[src/rtl/fft_bitrev_reorder.sv]
// Bit-reversed to natural order reordering stage for a radix-2 DIT FFT output.
// Ping-pong frame buffers: one bank fills in bit-reversed order while the other
// drains in natural order through a single valid/ready output register.
module fft_bitrev_reorder #(
  parameter int unsigned DATA_WIDTH = 32,
  parameter int unsigned LOG2_NFFT  = 5
) (
  input  logic                  clk,
  input  logic                  rst,
  input  logic                  in_valid,
  output logic                  in_ready,
  input  logic [DATA_WIDTH-1:0] in_r,
  input  logic [DATA_WIDTH-1:0] in_i,
  input  logic                  in_last,
  output logic                  out_valid,
  input  logic                  out_ready,
  output logic [DATA_WIDTH-1:0] out_r,
  output logic [DATA_WIDTH-1:0] out_i,
  output logic [LOG2_NFFT-1:0]  out_index,
  output logic                  out_last,
  output logic                  frame_err
);

  localparam int unsigned NFFT   = 1 << LOG2_NFFT;
  localparam int unsigned WORD_W = 2 * DATA_WIDTH;
  localparam logic [LOG2_NFFT-1:0] CNT_MAX = LOG2_NFFT'(NFFT - 1);

  // Frame storage: [bank][address], each word is {real, imag}; not reset
  logic [WORD_W-1:0] mem_q [2][NFFT];

  logic [1:0]            full_q, full_d;
  logic                  wr_bank_q, wr_bank_d;
  logic                  rd_bank_q, rd_bank_d;
  logic [LOG2_NFFT-1:0]  wr_cnt_q, wr_cnt_d;
  logic [LOG2_NFFT-1:0]  rd_cnt_q, rd_cnt_d;
  logic                  out_valid_q, out_valid_d;
  logic [DATA_WIDTH-1:0] out_r_q, out_r_d;
  logic [DATA_WIDTH-1:0] out_i_q, out_i_d;
  logic [LOG2_NFFT-1:0]  out_index_q, out_index_d;
  logic                  out_last_q, out_last_d;
  logic                  frame_err_q, frame_err_d;

  logic                  wr_fire;
  logic                  wr_end;
  logic [LOG2_NFFT-1:0]  wr_addr;
  logic                  rd_load;
  logic                  rd_end;
  logic [WORD_W-1:0]     rd_word;

  // Next-state logic for write counter, bank flags, framing check and output register
  always_comb begin
    full_d      = full_q;
    wr_bank_d   = wr_bank_q;
    rd_bank_d   = rd_bank_q;
    wr_cnt_d    = wr_cnt_q;
    rd_cnt_d    = rd_cnt_q;
    out_valid_d = out_valid_q;
    out_r_d     = out_r_q;
    out_i_d     = out_i_q;
    out_index_d = out_index_q;
    out_last_d  = out_last_q;
    frame_err_d = frame_err_q;

    in_ready = !full_q[wr_bank_q];
    wr_fire  = in_valid && in_ready;
    wr_end   = (wr_cnt_q == CNT_MAX);
    wr_addr  = {<<{wr_cnt_q}};
    rd_word  = mem_q[rd_bank_q][rd_cnt_q];
    rd_load  = full_q[rd_bank_q] && (!out_valid_q || out_ready);
    rd_end   = (rd_cnt_q == CNT_MAX);

    if (wr_fire) begin
      wr_cnt_d = wr_cnt_q + LOG2_NFFT'(1);
      // Framing is judged purely by the counter; in_last never realigns it
      if (in_last != wr_end) frame_err_d = 1'b1;
      if (wr_end) begin
        full_d[wr_bank_q] = 1'b1;
        wr_bank_d         = !wr_bank_q;
      end
    end

    if (rd_load) begin
      out_valid_d = 1'b1;
      out_r_d     = rd_word[WORD_W-1:DATA_WIDTH];
      out_i_d     = rd_word[DATA_WIDTH-1:0];
      out_index_d = rd_cnt_q;
      out_last_d  = rd_end;
      rd_cnt_d    = rd_cnt_q + LOG2_NFFT'(1);
      if (rd_end) begin
        full_d[rd_bank_q] = 1'b0;
        rd_bank_d         = !rd_bank_q;
      end
    end else if (out_valid_q && out_ready) begin
      out_valid_d = 1'b0;
    end
  end

  // Control and output state registers
  always_ff @(posedge clk or negedge rst) begin
    if (!rst) begin
      full_q      <= '0;
      wr_bank_q   <= 1'b0;
      rd_bank_q   <= 1'b0;
      wr_cnt_q    <= '0;
      rd_cnt_q    <= '0;
      out_valid_q <= 1'b0;
      out_r_q     <= '0;
      out_i_q     <= '0;
      out_index_q <= '0;
      out_last_q  <= 1'b0;
      frame_err_q <= 1'b0;
    end else begin
      full_q      <= full_d;
      wr_bank_q   <= wr_bank_d;
      rd_bank_q   <= rd_bank_d;
      wr_cnt_q    <= wr_cnt_d;
      rd_cnt_q    <= rd_cnt_d;
      out_valid_q <= out_valid_d;
      out_r_q     <= out_r_d;
      out_i_q     <= out_i_d;
      out_index_q <= out_index_d;
      out_last_q  <= out_last_d;
      frame_err_q <= frame_err_d;
    end
  end

  // Scatter incoming samples to their bit-reversed address in the write bank
  always_ff @(posedge clk) begin
    if (wr_fire) mem_q[wr_bank_q][wr_addr] <= {in_r, in_i};
  end

  assign out_valid = out_valid_q;
  assign out_r     = out_r_q;
  assign out_i     = out_i_q;
  assign out_index = out_index_q;
  assign out_last  = out_last_q;
  assign frame_err = frame_err_q;

endmodule

[config.mk]
export PLATFORM = sky130hd
export DESIGN_NAME = fft_bitrev_reorder
export DESIGN_NICKNAME = d
export VERILOG_FILES = /design/src/rtl/fft_bitrev_reorder.sv
export SDC_FILE = /design/constraint.sdc
export NUM_CORES = 2
export LEC_CHECK = 0
export ABC_AREA = 0
export BUFFER_PORTS_ARGS = -buffer_cell sky130_fd_sc_hd__buf_4
export CORE_MARGIN = 2
export CORE_UTILIZATION = 60
export CTS_CLUSTER_DIAMETER = 200
export DETAILED_ROUTE_END_ITERATION = 8
export PLACE_DENSITY_LB_ADDON = 0.08
export SETUP_SLACK_MARGIN = 0.15
export SYNTH_ARGS = -nofsm -noshare
export SYNTH_HDL_FRONTEND = slang
export SYNTH_SLANG_ARGS = --single-unit
[constraint.sdc]
create_clock -name clk -period 5.4 [get_ports clk]
set_input_delay 0.54 -clock clk [delete_from_list [all_inputs] [get_ports clk]]
set_output_delay 0.54 -clock clk [all_outputs]
set_load 0.005 [all_outputs]
==> results.sh <==
export IMPL_result_of_the_run="finished clean"
export IMPL_timing_hold_worst_start="in_r[12]"
export IMPL_timing_final_max_slew_violations=0
export IMPL_crit_reg2reg_launch="rd_cnt_q[1]"
export IMPL_num_fill_cells=16505
export IMPL_power_per_cell_area_nw_per_um2=432
export IMPL_timing_critical_path_arrival_ns=4.63
export IMPL_rr_endpoint="out_i[3]"
export IMPL_first_iter_violations=10759
export IMPL_fp_row_count=189
export IMPL_postCtsSetupBuffers=0
export IMPL_floorplan_initialDensity=0.603
export IMPL_tritoncts_num_buffers=411
export IMPL_synth_simple_gate_area_share=0.0163
export IMPL_worst_path_largest_cell_delay_ns=1.02
export IMPL_cp_data_required_time_ns=6.18
export IMPL_hold_path_class="in -> reg"
export IMPL_async_reset_ff_frac=0.0206
export IMPL_area_share_of_the_leading_cell_type_in_the_synthesized_netlist=0.769
export IMPL_insertion_delay_ns=0.98
export IMPL_r2r_cells=6
export IMPL_via_count_of_the_first_global_routing_pass=77500
export IMPL_core_area_um2=265000
export IMPL_grt_antenna_before_repair=13
export IMPL_worst_slew_pin_transition_ns=1.28
export IMPL_setup_viol_count_final=0
export IMPL_first_pass_grt_wire_length_um=601000
export IMPL_grt_max_degree=115
export IMPL_post_cts_resized=0
export IMPL_synth_sequential_area_ratio=0.783
export IMPL_muxShareOfSynthArea=0.168
export IMPL_combinational_family_with_the_most_area_after_synthesis="multiplexers"
export IMPL_rsz0062_at_grt="false"
export IMPL_overflow=0
export IMPL_post_synth_fa_ha_maj_area_fraction=0.000704
export IMPL_yosys_top_cells_area="edfxtp_1 (77%), mux4_2 (14%), mux2i_1 (1.7%)"
export IMPL_leading_cell_type_by_number_of_instances_after_synthesis="edfxtp_1"
export IMPL_whs_ns=0.0870
export IMPL_path_cells="and3b_2, buf_4, a221oi_1, a22oi_1, o211ai_1, a2111oi_0"
export IMPL_worst_path_class_setup="reg -> reg"
export IMPL_fin_tns_setup_ns=0
export IMPL_netlist_instances=6992
export IMPL_die_area_um2=271000
export IMPL_fmax_mhz=260
export IMPL_drt_wl_total_um=431000
export IMPL_first_pass_iters=6
export IMPL_max_cap_check_violation_count=0
export IMPL_wire_per_inst_um=38.1
export IMPL_post_drt_via_cell_ratio=6.96
export IMPL_synth_main_ff_cell="edfxtp_1"
export IMPL_chipWidth_um=520
export IMPL_nets=7492
export IMPL_crit_slowest_cell="dfrtp_4"
export IMPL_vias=78617
export IMPL_ys_top_cells_by_count="edfxtp_1 (4096), mux4_2 (996), mux2i_1 (273)"
export IMPL_clock_tree_htree_level_count=5
export IMPL_post_dp_hpwl_um=224000
export IMPL_synth_seq_cells=4182
export IMPL_synth_xor_area_frac=0.000383
export IMPL_die_height_um=520
export IMPL_register_to_register_path_setup_slack_ns=1.56
export IMPL_depth_of_the_worst_hold_timing_path=1
export IMPL_cts_clk_slew_worst_paths_ns=0.06
export IMPL_flow_area_growth_from_synthesis_pct=12.4
export IMPL_count_of_pins_on_the_block_boundary=142
export IMPL_gp_routability_congestion=0.833
export IMPL_min_delay_worst_endpoint="mem_q[0][2028]"
export IMPL_static_leakage_power_nw=55.9
export IMPL_postRouteAntennaNets=0
export IMPL_layout_worst_path_cycle_share=0.712
export IMPL_cts_sink_count=4182
export IMPL_yosys_warnings=0
export IMPL_netlist_area_um2=160000
export IMPL_critical_path_fanout_max=46
export IMPL_final_period_minus_worst_setup_slack_ns=3.84
export IMPL_clock_tree_from_tritoncts="built"
export IMPL_ir_drop_mv=0.443
export IMPL_syn_nets=7070
export IMPL_clock_skew_ns=0.0565
export IMPL_number_of_enable_flip_flop_cells_after_synthesis=4096
export IMPL_final_layout_size_suffix_gt1_frac=0.281
export IMPL_post_synth_top_area_cell="edfxtp_1"
export IMPL_hold_viol=0
export IMPL_syn_avg_cell_area_um2=22.9
export IMPL_post_route_drc_count=0
export IMPL_cts_max_path_buffers=4
export IMPL_grt_util_all_layers=0.320
export IMPL_placement_io_buffers=141
export IMPL_buffer_cell_driving_the_clock_tree_root="clkbuf_16"
export IMPL_synth_lib_cells_used_distinct=61
export IMPL_worst_setup_path_start_kind="flop"
export IMPL_end_kind="flop"
export IMPL_synth_compound_gate_area_share=0.0181
export IMPL_worst_slew_margin_rel=0.147
## report_power, final
part	leakage [nW]	internal [mW]	switching [mW]
clock	6.41	15.9	12.0
combinational	11.6	4.79	7.03
sequential	37.8	37.0	0.905
## area by class of cell
class	instances	area (µm²)	area share
multi-input cells	2424	33200	0.185
flip-flops and latches	4182	125000	0.697
clock inverters	212	1970	0.0110
repair buffers	386	3710	0.0207
inverters	9	50.0	0.000279
diodes	8	20.0	0.000111
well taps	3533	4420	0.0246
clock buffers	549	11200	0.0622
## per-layer routing
layer / GRT usage / share of wire
met5: 0 / 0.000091
met4: 0.103 / 0.036
met3: 0.0608 / 0.11
met1: 0.471 / 0.38
met2: 0.496 / 0.48
## registers in the layout, summed over array words and instances (netlist names), 2 cells and up
signal,flops
out_i,32
rd_cnt_q,5
wr_cnt_q,5
out_index,5
out_r,32
mem_q,4096
full_q,2
## stage by stage
stage	utilization	worst slack, ns	cells	power, mW	instance area, µm²
final	0.678	1.56	11303	77.6	180000
after global routing	0.678	1.48	11301	79.8	180000
after CTS	0.678	1.59	11295	77.9	180000
after detailed placement	0.628	1.61	10530	50.3	166000
after global placement	0.628	1.63	10530	50.2	166000
after floorplan	-	0.920	6992	45.4	160000
## cells in the final DEF (no fill, tap or decap), types with 7 or more instances in the layout
cell type      n
o22ai_1       63
inv_1          7
a211oi_1      25
nand3_1       86
o221ai_1      12
clkinvlp_4     8
a32o_1         8
mux4_2       996
diode_2        8
nor2_1       123
clkbuf_8      21
nand2_1      217
clkinv_2      63
a221oi_1      72
dfrtp_1       81
a2111oi_0     16
nor2_4        66
a2111oi_1     10
and2_1        38
mux2i_1      273
ha_1           9
o21ai_0       40
edfxtp_1    4096
o211ai_1      28
buf_12        64
clkbuf_1     109
mux2_2       155
buf_4        317
clkinv_1      89
bufinv_16     29
a22oi_1       28
a21oi_1       42
nor4_1        26
a221o_1       19
clkbuf_16    419
## worst max-delay path by stage
stage	from	end	cells after the start
after detailed placement	rd_cnt_q[1]	out_i[3]	6
after CTS	rd_cnt_q[1]	out_i[3]	6
after global placement	rd_cnt_q[1]	out_r[1]	6
after global routing	rd_cnt_q[1]	out_i[3]	6
final	rd_cnt_q[1]	out_i[3]	6
after floorplan	in_valid	mem_q[0][1536]	3
## what timing repair did
action	CTS	global route
hold buffers	4	0
hold endpoints to repair	34	0
setup endpoints to repair	0	0
## critical path: cells and delay by family (launching register included)
kind                   cells  cell delay (ns)
DFF                        1             1.02
and+or+nand+nor            1             1.02
AOI/OAI and AO/OA          4             1.05
buffers and inverters      1             0.52
## cell families after synthesis
family,Yosys count
buffers and inverters,386
multiplexers,1425
flip-flops,4182
XOR/XNOR,7
AO/OA/AOI/OAI,391
adder cells (fa/ha/maj),9
AND/OR/NAND/NOR,592
(Power assumes the default switching activity.)
